$ cat src/rtl/spm_seq_ctrl.sv
// Sequencing stage around one spm serial-parallel multiplier.
// Optional SPM_CTRL_ZERO_BYPASS_EN: zero operands skip the spm run.
module spm_seq_ctrl #(
  parameter int SIZE  = 32,
  parameter int P_LAT = 1
) (
  input  logic              clk,
  input  logic              rst,
  input  logic              in_valid,
  output logic              in_ready,
  input  logic [SIZE-1:0]   in_a,
  input  logic [SIZE-1:0]   in_b,
  output logic [SIZE-1:0]   spm_x,
  output logic              spm_y,
  output logic              spm_clr_n,
  input  logic              spm_p,
  output logic              out_valid,
  input  logic              out_ready,
  output logic [2*SIZE-1:0] out_prod
);

  localparam int L  = 2*SIZE + P_LAT;
  localparam int CW = $clog2(L + 1);

  typedef enum logic [1:0] {
    IDLE = 2'd0,
    RUN  = 2'd1,
    DONE = 2'd2
  } state_t;

  state_t state, state_nx;

  logic [CW-1:0]     cnt;
  logic [SIZE-1:0]   b_sr;
  logic [2*SIZE-1:0] prod_sr;
  logic [2*SIZE-1:0] psh;
  logic              byp;
  logic              acc;
  logic              last;
  logic              samp;
  logic              zero;

  assign acc  = in_valid && in_ready;
  assign last = cnt == CW'(L - 1);
  assign samp = cnt >= CW'(P_LAT);
  assign psh  = {spm_p, prod_sr[2*SIZE-1:1]};

`ifdef SPM_CTRL_ZERO_BYPASS_EN
  assign zero = (in_a == '0) || (in_b == '0);
`else
  assign zero = 1'b0;
`endif

  always_ff @(posedge clk or negedge rst) begin
    if (!rst) state <= IDLE;
    else      state <= state_nx;
  end

  always_comb begin
    state_nx = state;
    unique case (state)
      IDLE: if (acc) state_nx = zero ? DONE : RUN;
      RUN:  if (last) state_nx = DONE;
      DONE: if (out_ready) state_nx = IDLE;
      default: state_nx = IDLE;
    endcase
  end

  always_comb begin
    in_ready  = state == IDLE;
    out_valid = state == DONE;
    spm_clr_n = (state == RUN) ||
                (state == DONE && !byp);
    spm_y     = 1'b0;
    if (state == RUN && cnt < CW'(SIZE))
      spm_y = b_sr[0];
  end

  // Product bits arrive LSB-first, so they enter at the MSB and
  // settle into place after exactly 2*SIZE samples.
  always_ff @(posedge clk or negedge rst) begin
    if (!rst) begin
      spm_x    <= '0;
      b_sr     <= '0;
      cnt      <= '0;
      prod_sr  <= '0;
      out_prod <= '0;
      byp      <= 1'b0;
    end else begin
      unique case (state)
        IDLE: begin
          if (acc) begin
            spm_x   <= in_a;
            b_sr    <= in_b;
            cnt     <= '0;
            prod_sr <= '0;
            byp     <= zero;
            if (zero) out_prod <= '0;
          end
        end
        RUN: begin
          cnt  <= cnt + 1'b1;
          b_sr <= b_sr >> 1;
          if (samp) prod_sr <= psh;
          if (last) out_prod <= psh;
        end
        default: ;
      endcase
    end
  end

endmodule

$ cat config.mk
export PLATFORM = sky130hd
export DESIGN_NAME = spm_seq_ctrl
export DESIGN_NICKNAME = d
export VERILOG_FILES = /design/src/rtl/spm_seq_ctrl.sv
export SDC_FILE = /design/constraint.sdc
export NUM_CORES = 1
export LEC_CHECK = 0
export CAP_MARGIN = 20
export CORE_ASPECT_RATIO = 0.5
export CORE_UTILIZATION = 35
export CTS_CLUSTER_SIZE = 25
export DETAILED_ROUTE_END_ITERATION = 6
export GPL_TIMING_DRIVEN = 0
export PLACE_DENSITY = 0.59
export SETUP_SLACK_MARGIN = 0.3
export SYNTH_ARGS = -nofsm -noshare
export SYNTH_HDL_FRONTEND = slang
export SYNTH_SLANG_ARGS = --single-unit
$ cat constraint.sdc
create_clock -name clk -period 3 [get_ports clk]
set_clock_uncertainty 0.2 [all_clocks]
set_input_delay 0.3 -clock clk [delete_from_list [all_inputs] [get_ports clk]]
set_output_delay 0.3 -clock clk [all_outputs]
set_load 0.02 [all_outputs]
* After elaboration in Yosys (flattened, before gate mapping)
Cells that the tools add are included.
** Word-level totals
- Output and inout bits :: 100
- Register bits :: 201
- Memory bits (read-only) :: 0
- Memories kept :: 0
- Bits in latches :: 0
- RAM bits :: 0
- Input port bits :: 69
- Word-level logic and storage cells :: 38
** Cells by class
- Mux-type cells :: 12
- $add $sub $neg :: 1
- Eq/ne operators :: 7
- Divide/modulo/power cells :: 0
- $mul :: 0
- Bitwise operators :: 0
- Magnitude comparators :: 2
- Shifts and indexed selects :: 0
- Reduce and logical (&&, ||, !) cells :: 10
** Operator list (number)
- 64-bit 2-to-1 mux :: 2
- 64-bit one-hot mux with 2 select lines :: 1
- 32-bit one-hot mux with 2 select lines :: 1
- 32-bit 2-to-1 mux :: 1
- 7-bit one-hot mux with 2 select lines :: 1
- 7-bit by 1-bit adder with 7-bit output (second input constant) :: 1
- 7-bit equality test (second input constant) :: 1
- 7-bit by 1-bit >= comparator with 1-bit output (second input constant) :: 1
- 7-bit by 6-bit < comparator with 1-bit output (second input constant) :: 1
- 7-bit 2-to-1 mux :: 1
- 2-bit 2-to-1 mux :: 3
- 2-bit one-hot mux with 3 select lines :: 1
- 2-bit AND reduction :: 3
- 3-bit AND reduction :: 2
- 2-bit by 1-bit inequality test with 1-bit output (second input constant) :: 2
- 2-bit inequality test (second input constant) :: 2
- 2-bit by 1-bit equality test with 1-bit output (second input constant) :: 1
- 2-bit equality test (second input constant) :: 1
- 1-bit logical AND :: 2
- 2-bit logical NOT :: 1
- 2-bit nonzero test :: 1
- 1-bit logical OR :: 1
- 1-bit 2-to-1 mux :: 1

* Longest topological paths before layout
- Depth after elaboration :: 4
- Gate-level depth with buffers :: 8
- Depth with buffers taken out :: 6

* Least setup slack after synthesis
OpenSTA, ideal clock, no wires.
- Path kind :: register -> register
- From :: reg state[1]
- To :: reg prod_sr[23]
- Data required time :: 2717 ps
- Setup time :: 83 ps
- Arrival time :: 1931 ps
- Buffers on the path :: 2
- Stages on the path, launching flop included :: 9
- Period minus slack after synthesis :: 2214 ps
- Slack :: 786 ps
- Cells stage by stage :: dfrtp_1 -> inv_1 -> ha_1 -> or3b_1 -> o31ai_4 -> buf_2 -> buf_2 -> nand2_1 -> o21ai_0
** Between the ends
- Longest elaborated chain between the ends :: 4
- Elaborated cells on any way between the ends :: 8
- Those cells by class :: eq/ne: 3; mux: 1; reduce/logical: 4
** Ends and longest elaborated chain
- start: declaration :: line 31 : state_t state, state_nx;
- start signal: assignment :: line 56 : else state <= state_nx;
- 2-bit logical NOT :: line 70, 90
- 1-bit logical AND :: line 43 : assign acc = in_valid && in_ready;
- 2-bit by 1-bit inequality test with 1-bit output (no line)
- 3-bit AND reduction (no line)
- end signal: assignment :: line 104 : if (samp) prod_sr <= psh;
- end: declaration :: line 35 : logic [2*SIZE-1:0] prod_sr;
Parallel ways exist; a longest one is shown, timed or not.
A chain may end at the register's enable or synchronous reset.

* Worst setup path in the final report
- From :: reg state[1]
- To :: out spm_y
** Between the ends
- Longest elaborated chain between the ends :: 3
** Ends and longest elaborated chain
- 2-bit by 1-bit equality test with 1-bit output :: line 75 : if (state == RUN && cnt < CW'(SIZE))
- 1-bit logical AND :: line 75
- 1-bit 2-to-1 mux :: line 75
- end: declaration :: line 14 : output logic spm_y,
No other way between the ends.

==> results.py <==
metrics = {
    "outcome": {
        "status": "complete, no violations",
    },
    "timing": {
        "setup_viol": 0,
        "setup_tns_ns": 0,
        "fin_ws_ns": 0.458,
        "period_minus_slack_ns": 2.54,
        "relSlewSlack": 0.403,
        "tightest_slew_ns": 0.895,
        "maxSlewViolCount": 0,
        "post-route-period-util": 0.847,
        "finalHoldViolCount": 0,
        "fmax_mhz": 393,
        "fin_hold_ws_ns": 0.266,
        "rsz0062_at_grt": "false",
    },
    "cells_and_area": {
        "finalCoreUtilization": 0.487,
        "area_delta_synth_final_pct": 33.6,
        "drive_gt1_frac": 0.172,
        "layout.nets": 936,
        "diodes": 0,
        "final_design_area_no_fill_um2": 10700,
        "fill_cells": 2058,
        "final_cells": 1173,
    },
    "worst_setup_path": {
        "timing.rr.start": "state[1]",
        "crit_path_start_kind": "register",
        "crit_path_max_fanout": 4,
        "r2r_cells": 7,
        "cp-end-kind": "primary output",
        "timing.rr.end": "prod_sr[31]",
        "cp.arrival_ns": 2.04,
        "worstSetupPathType": "register to primary output",
        "r2r_slack_ns": 0.47,
        "crit_required_ns": 2.50,
    },
    "power": {
        "leakage_nw": 4.71,
        "p_per_area_nw_per_um2": 823,
        "p_sw_mw": 3.12,
        "clkPwrFrac": 0.264,
        "p_int_mw": 5.71,
        "ir_drop_uv": 480,
        "p_seq_frac": 0.389,
        "power_mw": 8.83,
        "p_comb_frac": 0.347,
        "p_sw_frac": 0.353,
    },
    "synthesis": {
        "synth-main-ff-cell": "dfrtp_1",
        "synth_top_area_share": 0.623,
        "syn_nets": 746,
        "ys_types": 27,
        "async_flop_share": 1.00,
        "yosys.area.top_type": "dfrtp_1",
        "syn_inst": 670,
        "yosys_warnings": 0,
        "synth_area_leaders": "dfrtp_1 62%, mux2_2 14%, nand2_1 6.1%",
        "synth_commonest_cells": "200 x dfrtp_1, 131 x nand2_1, 99 x mux2_2",
        "yosysMostFrequentCell": "dfrtp_1",
        "mappedNetlistArea_um2": 8030,
        "ys_seq_area_frac": 0.623,
        "ys_ff_latch": 200,
        "avgSynthCellArea_um2": 12.0,
        "synth_edf_count": 0,
    },
    "grt": {
        "grt-ovfl-total": 0,
        "grt_pass1_vias": 5612,
        "grt_usage": 0.160,
        "antenna_found_initial": 0,
        "grt_pass1_wl_um": 29300,
        "grt_max_degree": 114,
    },
    "hold_path": {
        "holdPathStages": 2,
        "hold_path.startpoint": "in_a[21]",
        "worstHoldEndpoint": "spm_x[21]",
        "hp-class": "input port to register",
    },
    "placement": {
        "place.gp.congestion": 0.737,
        "hpwl_um": 12300,
        "dpl_worst_slack_ns": 0.216,
        "placed_cell_area_um2": 10100,
        "dp.cells": 1139,
        "io_buffer_count": 168,
    },
    "floorplan": {
        "core_um2": 22100,
        "num_rows": 38,
        "dieWidth_um": 216,
        "io_pins": 169,
        "die_area_um2": 23600,
        "start_util": 0.364,
        "fp.dieH_um": 109,
    },
    "route": {
        "dr_total_vias": 5523,
        "routedWlPerCell_um": 15.0,
        "drcViolationCount": 0,
        "drt_wl_total_um": 17600,
        "first_iter_violations": 333,
        "via_per_inst": 4.71,
        "ant_nets": 0,
        "drtPass1Iterations": 4,
    },
    "clock_tree": {
        "cts_buffers": 17,
        "path_clk_slew_ns": 0.07,
        "htreeDepth": 4,
        "insertion_delay_ns": 0.44,
        "cts_root_buf": "clkbuf_16",
        "cts_tree": "built",
        "cts.sinks": 200,
        "cts.path.max_buffers": 2,
    },
    "job": {
        "maxCapViolCount": 0,
    },
}
-- routing by layer --
metal / wire [um] / GRT usage / vias to the layer above
met1: 8150 / 0.212 / 2776
met4: 279 / 0.0563 / 0
met3: 625 / 0.0363 / 19
li1: - / - / 2644
met5: 0 / 0 / -
met2: 8550 / 0.259 / 84
-- cells by family after synthesis --
group / Yosys count / synth area share
xor+xnor: 4 / 0.00436
mux: 131 / 0.179
simple gates: 180 / 0.0883
compound gates: 101 / 0.0664
flops: 200 / 0.623
fa+ha+maj: 7 / 0.0109
buf+inv: 47 / 0.0283
-- flip-flops by register name, indices dropped and copies added, names as in the netlist --
signal,count
out_prod,64
prod_sr,63
b_sr,32
spm_x,32
cnt,7
state,2
-- worst max-delay path, stage by stage, from the launching register on --
cell and delay [ns]:
dfrtp_1 0.40, inv_1 0.10, ha_1 0.22, or3b_1 0.42, nor2_1 0.11, dlygate4sd2_1 0.36
-- power by group through the flow --
stage	clock, mW	sequential, mW	combinational (mW)
2_1_floorplan	0	3.72	1.65
3_3_place_gp	0	3.47	3.05
3_5_place_dp	0	3.49	3.09
4_1_cts	2.42	3.44	3.10
5_1_grt	2.52	3.51	3.36
6_report	2.33	3.44	3.07
-- cells in the final DEF, fill, tap and decap left out, drive strengths merged, types with 2 or more instances in the layout --
cell type and n:
dfrtp 200, clkdlybuf4s50 166, nand2 132, mux2 99, o21ai 66, nor2 37
clkbuf 35, mux2i 32, a21oi 31, buf 26, inv 12, ha 7
clkinv 6, xor2 4, and3 2, nand4 2, a22o 2, nand3 2
bufinv 2, or3 2
-- worst max path at each step --
| stage | start | end | slack (ns) | cells after the start |
|---|---|---|---|---|
| after floorplan | state[1] | prod_sr[23] | 0.79 | 8 |
| after global placement | rst | out_prod[19] | -7.08 | 1 |
| after detailed placement | state[1] | prod_sr[38] | 0.22 | 7 |
| after CTS | state[1] | prod_sr[31] | 0.32 | 8 |
| after global routing | state[1] | prod_sr[20] | 0.30 | 8 |
| final | state[1] | spm_y | 0.46 | 5 |
-- timing repair --
action	CTS	global route
pin swaps	1	1
endpoints found under the hold margin	112	0
setup buffers	0	1
endpoints found under the setup margin	39	61
gates resized for setup	2	4
cloned	0	0
hold buffers	1	0
-- final cells by class --
cell class,instances,area [um2],share of cell area
timing repair buffer,171,1730,0.161
multi-input combinational,423,2800,0.261
tap,300,375,0.0350
sequential,200,5000,0.466
inverter,7,26.3,0.00245
clock buffer,18,429,0.0400
clock inverter,14,164,0.0153
buffer,40,205,0.0191
(Power assumes the default switching activity.)
